`src/rtl/jtag_pkg.sv`:
```
// Shared constants for the JTAG instruction/data register stage.
package jtag_pkg;

    localparam int unsigned IR_WIDTH_DEFAULT = 5;

    localparam logic [IR_WIDTH_DEFAULT-1:0] INSTR_IDCODE = 5'h01;
    localparam logic [IR_WIDTH_DEFAULT-1:0] INSTR_BYPASS = 5'h1F;
    localparam logic [IR_WIDTH_DEFAULT-1:0] INSTR_USER   = 5'h10;

    // Capture-IR loads 2'b01 into the LSBs, zeros above.
    localparam logic [1:0] IR_CAPTURE_LSBS = 2'b01;

    localparam logic [31:0] IDCODE_DEFAULT = 32'h1002_AC05;

endpackage

```
`src/rtl/jtag_shift_reg.sv`:
```
// Capture/shift register clocked on the rising edge of tck, LSB shifts out first.
module jtag_shift_reg
    import jtag_pkg::*;
#(
    parameter int unsigned     WIDTH       = 32,
    parameter logic [WIDTH-1:0] CAPTURE_VAL = '0
) (
    input  logic             tck,
    input  logic             reset,
    input  logic             clear,
    input  logic             capture,
    input  logic             shift,
    input  logic             tdi,
    output logic [WIDTH-1:0] q,
    output logic             lsb
);

    // Synchronous clear beats capture, capture beats shift; tdi enters at the MSB.
    always_ff @(posedge tck or posedge reset) begin
        if (reset) begin
            q <= '0;
        end else if (clear) begin
            q <= '0;
        end else if (capture) begin
            q <= CAPTURE_VAL;
        end else if (shift) begin
            q <= {tdi, q[WIDTH-1:1]};
        end
    end

    assign lsb = q[0];

endmodule

```
`src/rtl/jtag_ir_dr.sv`:
```
// JTAG instruction register, BYPASS/IDCODE data registers, user DR strobe gating
// and the falling-edge retimed TDO.
module jtag_ir_dr
    import jtag_pkg::*;
#(
    parameter int unsigned        IR_WIDTH   = IR_WIDTH_DEFAULT,
    parameter logic [31:0]        IDCODE_VAL = IDCODE_DEFAULT,
    parameter logic [IR_WIDTH-1:0] USER_INSTR = IR_WIDTH'(INSTR_USER)
) (
    input  logic                tck,
    input  logic                reset,
    input  logic                tl_reset_n,
    input  logic                tdi,
    input  logic                shiftIR,
    input  logic                captureIR,
    input  logic                updateIR,
    input  logic                shiftDR,
    input  logic                captureDR,
    input  logic                updateDR,
    input  logic                select,
    input  logic                tdo_en,
    input  logic                user_tdo,
    output logic                tdo,
    output logic                tdo_oe,
    output logic [IR_WIDTH-1:0] instr,
    output logic                sel_bypass,
    output logic                sel_idcode,
    output logic                sel_user,
    output logic                user_capture,
    output logic                user_shift,
    output logic                user_update
);

    localparam logic [IR_WIDTH-1:0] opIdcode = IR_WIDTH'(INSTR_IDCODE);
    localparam logic [IR_WIDTH-1:0] opBypass = IR_WIDTH'(INSTR_BYPASS);
    localparam logic [IR_WIDTH-1:0] irCapVal = IR_WIDTH'(IR_CAPTURE_LSBS);

    logic [IR_WIDTH-1:0] irSr;
    logic                irLsb;
    logic                irClear;
    logic                irCapture;
    logic                irShift;
    logic [31:0]         idcodeSr;
    logic                idcodeLsb;
    logic                idcodeCapture;
    logic                idcodeShift;
    logic                bypassReg;
    logic                drTdo;
    logic                isBypassOp;
    logic                unusedIdcodeUpper;

    // Test-Logic-Reset clears the IR; updateIR outranks capture/shift so the
    // register holds while its value is transferred to instr.
    assign irClear   = ~tl_reset_n;
    assign irCapture = captureIR & ~updateIR;
    assign irShift   = shiftIR & ~updateIR;

    jtag_shift_reg #(
        .WIDTH       (IR_WIDTH),
        .CAPTURE_VAL (irCapVal)
    ) irReg (
        .tck     (tck),
        .reset   (reset),
        .clear   (irClear),
        .capture (irCapture),
        .shift   (irShift),
        .tdi     (tdi),
        .q       (irSr),
        .lsb     (irLsb)
    );

    assign idcodeCapture = captureDR & sel_idcode;
    assign idcodeShift   = shiftDR & sel_idcode;

    jtag_shift_reg #(
        .WIDTH       (32),
        .CAPTURE_VAL (IDCODE_VAL)
    ) idcodeReg (
        .tck     (tck),
        .reset   (reset),
        .clear   (1'b0),
        .capture (idcodeCapture),
        .shift   (idcodeShift),
        .tdi     (tdi),
        .q       (idcodeSr),
        .lsb     (idcodeLsb)
    );

    // Upper IDCODE bits only ever leave serially through the LSB.
    assign unusedIdcodeUpper = ^idcodeSr[31:1];

    // Current instruction: IDCODE out of reset/Test-Logic-Reset, else loaded on Update-IR.
    always_ff @(posedge tck or posedge reset) begin
        if (reset) begin
            instr <= opIdcode;
        end else if (!tl_reset_n) begin
            instr <= opIdcode;
        end else if (updateIR) begin
            instr <= irSr;
        end
    end

    // One-hot decode; every opcode other than IDCODE and USER falls back to BYPASS.
    assign isBypassOp = (instr == opBypass);
    assign sel_idcode = (instr == opIdcode);
    assign sel_user   = (instr == USER_INSTR) & ~sel_idcode;
    assign sel_bypass = isBypassOp | (~sel_idcode & ~sel_user);

    assign user_capture = captureDR & sel_user;
    assign user_shift   = shiftDR & sel_user;
    assign user_update  = updateDR & sel_user;

    // One-bit BYPASS register: captures 0, then passes tdi through with one cycle delay.
    always_ff @(posedge tck or posedge reset) begin
        if (reset) begin
            bypassReg <= 1'b0;
        end else if (captureDR && sel_bypass) begin
            bypassReg <= 1'b0;
        end else if (shiftDR && sel_bypass) begin
            bypassReg <= tdi;
        end
    end

    // Serial output of whichever data register the instruction selects.
    always_comb begin
        drTdo = bypassReg;
        if (sel_idcode) begin
            drTdo = idcodeLsb;
        end else if (sel_user) begin
            drTdo = user_tdo;
        end
    end

    // TDO is retimed on the falling edge so it is stable around the next rising edge.
    always_ff @(negedge tck or posedge reset) begin
        if (reset) begin
            tdo <= 1'b0;
        end else begin
            tdo <= select ? irLsb : drTdo;
        end
    end

    assign tdo_oe = tdo_en;

endmodule

```
`config.mk`:
```
export PLATFORM = sky130hd
export DESIGN_NAME = jtag_ir_dr
export DESIGN_NICKNAME = d
export VERILOG_FILES = /design/src/rtl/jtag_pkg.sv /design/src/rtl/jtag_shift_reg.sv /design/src/rtl/jtag_ir_dr.sv
export SDC_FILE = /design/constraint.sdc
export NUM_CORES = 1
export LEC_CHECK = 0
export CORE_UTILIZATION = 45
export CTS_CLUSTER_DIAMETER = 150
export CTS_CLUSTER_SIZE = 28
export DETAILED_ROUTE_END_ITERATION = 10
export DONT_BUFFER_PORTS = 1
export PLACE_DENSITY = 0.68
export SLEW_MARGIN = 0
export SYNTH_ARGS = -nofsm -noshare
export SYNTH_HDL_FRONTEND = slang
export SYNTH_HIERARCHICAL = 1
export SYNTH_SLANG_ARGS = --single-unit
```
`constraint.sdc`:
```
create_clock -name tck -period 3 [get_ports tck]
set_input_delay 0.75 -clock tck [delete_from_list [all_inputs] [get_ports tck]]
set_output_delay 0.75 -clock tck [all_outputs]
set_load 0.01 [all_outputs]
```
==> impl_results.md, run 1 <==
* Total gr overflow at 0
* Post-CTS setup buffers at 0
* Clk_lat worst skew at 0.30 ns
* Reg2reg setup slack at 0.14 ns
* Slew @ Worst Pin at 0.5132 ns
* CTS Buffer Depth at 2
* Antenna Violating Nets Remaining at 0
* Starting Density at 46.98%
* Reg2reg path depth at 3
* Initial DRC count at 42
* Width of the chip at 69.43 um
* Syn Nets at 186
* Setup violations, final at 0
* Initial antenna violation count at 0
* CP Max Fanout at 1
* Final Hold Fails at 0
* Number of max-cap violations at 0
* I/O Buffers at 0
* Clk_skew at 0.009694 ns
* Synth-to-Final Area Change at 3.731%
* First-pass GRT wire length at 5561 um
* Hold crit path type: in -> async
* Max H-tree Level at 2
* Number of diodes at 0
* Post-layout net count at 184
* Num CTS Buffers at 5
* WP data required at 2.25 ns
* Cell area after synthesis at 2046 um2
* PwrDens at 510.4 nW/um2
* Slew headroom at 65.72%
* Worst Path Arrival at 2.24 ns
* DRC at 0
* Vias in the first global route at 1167
* Worst vdd ir at 0.0002750 V
* Leak at 0.9951 nW
* Drt total wl at 3306 um
* Routability cong. at 0.8341
* Die H at 69.43 um
* RSZ-0062 raised after global routing: true
* Site Rows at 24
* Total die area at 4820 um2
* Reg-to-reg critical path endpoint: tdo
* Vias per inst at 5.354
* YS warnings at 6
* Clock transition at path regs at 0.07 ns
* Share of post-route cells with drive strength above 1 at 15.79%
* Tot GR Track Use at 15.06%
* Clock Sinks at 44
* Largest net degree at the start of global routing at 33
* Placed insts at 216
* TritonCTS clock tree: done
* I/O pin count at 26
* DR WL/cell at 14.83 um
* Max Slew Vio Count at 0
* DR pass1 iterations at 4
* Post-Syn Area per Cell at 11.82 um2
* Crit Path Category: reg -> out
* Finished Layout Cells at 223
* Synth Instances at 173
* Final Power at 0.001083 W
* Clock root buffer: clkbuf_8
* Vias at 1194
* Utilization after layout at 48.74%
* Final HPWL DP at 2348 um
* Status: finished, final reports clean
* Startpoint Class: flip-flop
* Core area at 4354 um2
* Most frequent cells in the layout: mux2i_1 (42), dfrtp_1 (42), nor2_1 (18)
* RR Startpoint: instr[0]
* Hold-fix buffers at CTS at 0
* Critical Path Sink Type: primary output
==> area by class of cell <==
type                    instances  area [um2]
clock buffers                   6       72.57
inverters                       8       30.03
repair buffers                  3       35.03
fillers                       382        2232
flip-flops and latches         44        1102
well taps                      52       65.06
multi-input cells             109       812.0
clock inverters                 1       5.005
==> sequential cells by signal, summed over array words and instances, names as in the netlist <==
signal,flops
idcodeReg/q,32
instr,5
irReg/q,5
bypassReg,1
tdo,1
==> layer usage <==
| layer | track usage, % | up-vias | part of all wire (%) |
|---|---|---|---|
| met5 | 0 | - | 0 |
| met1 | 18.85 | 592 | 46 |
| li1 | - | 572 | - |
| met3 | 5.087 | 9 | 3.8 |
| met4 | 8.390 | 0 | 2.5 |
| met2 | 22.87 | 21 | 48 |
==> per-stage QoR <==
stage	setup TNS [ns]	area, um2	worst slack, ns	hold slack [ns]
after floorplan	0	2046	0.2296	0.4859
final	0	2122	0.005405	0.2431
after global routing	-0.01908	2122	-0.01908	0.2416
after detailed placement	0	2044	0.1571	0.5124
after global placement	0	2044	0.1860	0.5052
after CTS	-0.008670	2122	-0.008670	0.2335
==> power by group <==
group / total, W / switching [W] / internal [W]
logic: 0.000117 / 0.0000687 / 0.0000480
registers: 0.000629 / 0.0000148 / 0.000614
clock network: 0.000337 / 0.000179 / 0.000158
total: 0.00108 / 0.000262 / 0.000821
==> how the worst max path moves through the flow <==
stage                        start   to  slack (ns)  depth (start not counted)
final                          tdo  tdo       0.005                          0
after global routing           tdo  tdo       -0.02                          0
after CTS                      tdo  tdo      -0.009                          0
after floorplan             select  tdo        0.23                          3
after global placement      select  tdo        0.19                          3
after detailed placement  instr[0]  tdo        0.16                          3
==> repair_timing <==
action	in CTS	in global routing
setup endpoints to repair	1	1
resized for setup	0	0
endpoints found under the hold margin	0	0
(Power assumes the default switching activity.)
==> run 2: changes to the inputs <==
--- a/config.mk
+++ b/config.mk
@@ -6,7 +6,6 @@
 export NUM_CORES = 1
 export LEC_CHECK = 0
 export CORE_UTILIZATION = 45
-export CTS_CLUSTER_DIAMETER = 150
 export CTS_CLUSTER_SIZE = 28
 export DETAILED_ROUTE_END_ITERATION = 10
 export DONT_BUFFER_PORTS = 1
==> results of run 2 <==
The final DEF is identical to that of run 1; final timing and power are the same.
==> run 3: changes to the inputs <==
--- a/config.mk
+++ b/config.mk
@@ -10,6 +10,7 @@
 export DETAILED_ROUTE_END_ITERATION = 10
 export DONT_BUFFER_PORTS = 1
 export PLACE_DENSITY = 0.68
+export SETUP_SLACK_MARGIN = 0.3
 export SLEW_MARGIN = 0
 export SYNTH_ARGS = -nofsm -noshare
 export SYNTH_HDL_FRONTEND = slang
==> run 3 against run 2 <==
Clock power grew 9.8%. Largest power group unchanged. Global-route usage shrank 0.060 points. Routed wire length down 0.51%. First-iteration DRC count rose by 100%. Die area did not move. Flip-flop and latch count is the same. Core utilization increased by 1.3 points.
==> impl_results.md, run 3 (synthesis gave the netlist of run 1 again) <==
* Hold crit path type: in -> async (unchanged)
* Max Slew Vio Count at 0 (unchanged)
* CTS Buffer Depth at 2 (unchanged)
* Reg-to-reg critical path endpoint: tdo (unchanged)
* Status: finished, final reports clean (unchanged)
* Core area at 4354 um2 (unchanged)
* CP Max Fanout at 1 (unchanged)
* Final instance area at 2177 um2 (was 2122 um2)
* WP data required at 2.25 ns (about the same)
* Clock Sinks at 44 (unchanged)
* TritonCTS clock tree: done (unchanged)
* Drt total wl at 3289 um (was 3306 um)
* Die H at 69.43 um (unchanged)
* Largest net degree at the start of global routing at 33 (unchanged)
* Area post-placement at 2068 um2 (was 2044 um2)
* PostCTS Resize Cnt at 0 (unchanged)
* I/O pin count at 26 (unchanged)
* Width of the chip at 69.43 um (unchanged)
* Number of max-cap violations at 0 (unchanged)
* Hold-fix buffers at CTS at 0 (unchanged)
* Startpoint Class: flip-flop (unchanged)
* PnR worst setup slack at 0.009759 ns (was 0.005405 ns)
* Clk_lat worst skew at 0.29 ns (was 0.30 ns)
* Reg2reg path depth at 3 (unchanged)
* RSZ-0062 raised after global routing: true (unchanged)
* Routability cong. at 0.7776 (was 0.8341)
* Most flop-heavy register: idcodeReg/q (unchanged)
* Total gr overflow at 0 (unchanged)
* Most frequent cells in the layout: mux2i_1 (42), dfrtp_1 (42), nor2_1 (18) (unchanged)
* Clock root buffer: clkbuf_8 (unchanged)
* Setup tns final at 0 ns (unchanged)
* Max H-tree Level at 2 (unchanged)
* Initial antenna violation count at 0 (unchanged)
* Worst Path Arrival at 2.24 ns (about the same)
* Critical Path Sink Type: primary output (unchanged)
* Post-layout net count at 187 (was 184)
* Largest regs: idcodeReg/q: 32 flops, instr: 5 flops, irReg/q: 5 flops (unchanged)
* Total die area at 4820 um2 (unchanged)
* Setup violations, final at 0 (unchanged)
* Reg2reg setup slack at 0.23 ns (was 0.14 ns)
* Utilization after layout at 50.00% (was 48.74%)
* DR pass1 iterations at 2 (was 4)
* I/O Buffers at 0 (unchanged)
* Num CTS Buffers at 5 (unchanged)
* Largest register FFs at 32 (unchanged)
* DRC at 0 (unchanged)
* PwrDens at 512.9 nW/um2 (was 510.4 nW/um2)
* Final Hold Fails at 0 (unchanged)
* Vias at 1171 (was 1194)
* First-pass GRT wire length at 5685 um (was 5561 um)
* Place WS at 0.1923 ns (was 0.1571 ns)
* Number of diodes at 0 (unchanged)
* Leak at 1.020 nW (was 0.9951 nW)
* Slew headroom at 63.05% (was 65.72%)
* Worst vdd ir at 0.0003727 V (was 0.0002750 V)
* Tot GR Track Use at 15.00% (was 15.06%)
* Antenna Violating Nets Remaining at 0 (unchanged)
* Clk_skew at 0.01130 ns (was 0.009694 ns)
* DR WL/cell at 14.49 um (was 14.83 um)
* Final Power at 0.001117 W (was 0.001083 W)
* Slew @ Worst Pin at 0.5531 ns (was 0.5132 ns)
* Clock transition at path regs at 0.08 ns (was 0.07 ns)
* Starting Density at 46.98% (unchanged)
* Initial DRC count at 85 (was 42)
* Crit Path Category: reg -> out (unchanged)
* Synth-to-Final Area Change at 6.422% (was 3.731%)
* Vias in the first global route at 1234 (was 1167)
* RR Startpoint: instr[0] (unchanged)
* Site Rows at 24 (unchanged)
* Final HPWL DP at 2388 um (was 2348 um)
* Vias per inst at 5.159 (was 5.354)
* Share of post-route cells with drive strength above 1 at 18.86% (was 15.79%)
==> run 3: cell count changes in the layout (fill, tap and decap cells not counted), sizes merged <==
cell      change
clkinvlp      +1
clkinv        -1
buf           +3
clkbuf        +1
==> run 3: power by group <==
| part | internal, W | switching [W] |
|---|---|---|
| combinational | 0.0000498 | 0.0000681 |
| clock | 0.000187 | 0.000183 |
| sequential | 0.000614 | 0.0000143 |
==> run 3: worst max-delay path by stage <==
stage               startpoint   to  slack, ns  cells after the start
CTS                        tdo  tdo     -0.006                      0
finish                     tdo  tdo       0.01                      0
global placement      instr[0]  tdo       0.24                      3
detailed placement    instr[0]  tdo       0.19                      3
global route               tdo  tdo      -0.01                      0
floorplan             instr[0]  tdo       0.26                      3
==> run 3: routing by layer <==
layer / vias up / track usage (%) / wire length [um]
met1: 575 / 18.65 / 1420
met2: 13 / 25.78 / 1757
li1: 579 / - / -
met4: 0 / 4.082 / 23
met5: - / 0 / 0
met3: 4 / 3.924 / 88
==> run 3: stage by stage <==
stage               std cells  hold slack (ns)
detailed placement        217           0.5153
global route              227           0.2288
finish                    227           0.2396
floorplan                 173           0.4859
CTS                       226           0.2265
global placement          217           0.5032
==> run 3: cell type report <==
type | count | area (um2)
Fill cell | 371 | 2177
Multi-Input combinational cell | 109 | 828.3
Inverter | 8 | 30.03
Sequential cell | 44 | 1102
Clock buffer | 7 | 86.33
Tap cell | 52 | 65.06
Timing Repair Buffer | 6 | 57.56
Clock inverter | 1 | 7.507
==> run 3: what timing repair did <==
action	CTS	global route
setup buffers	1	1
endpoints found under the hold margin	0	0
endpoints found under the setup margin	2	2
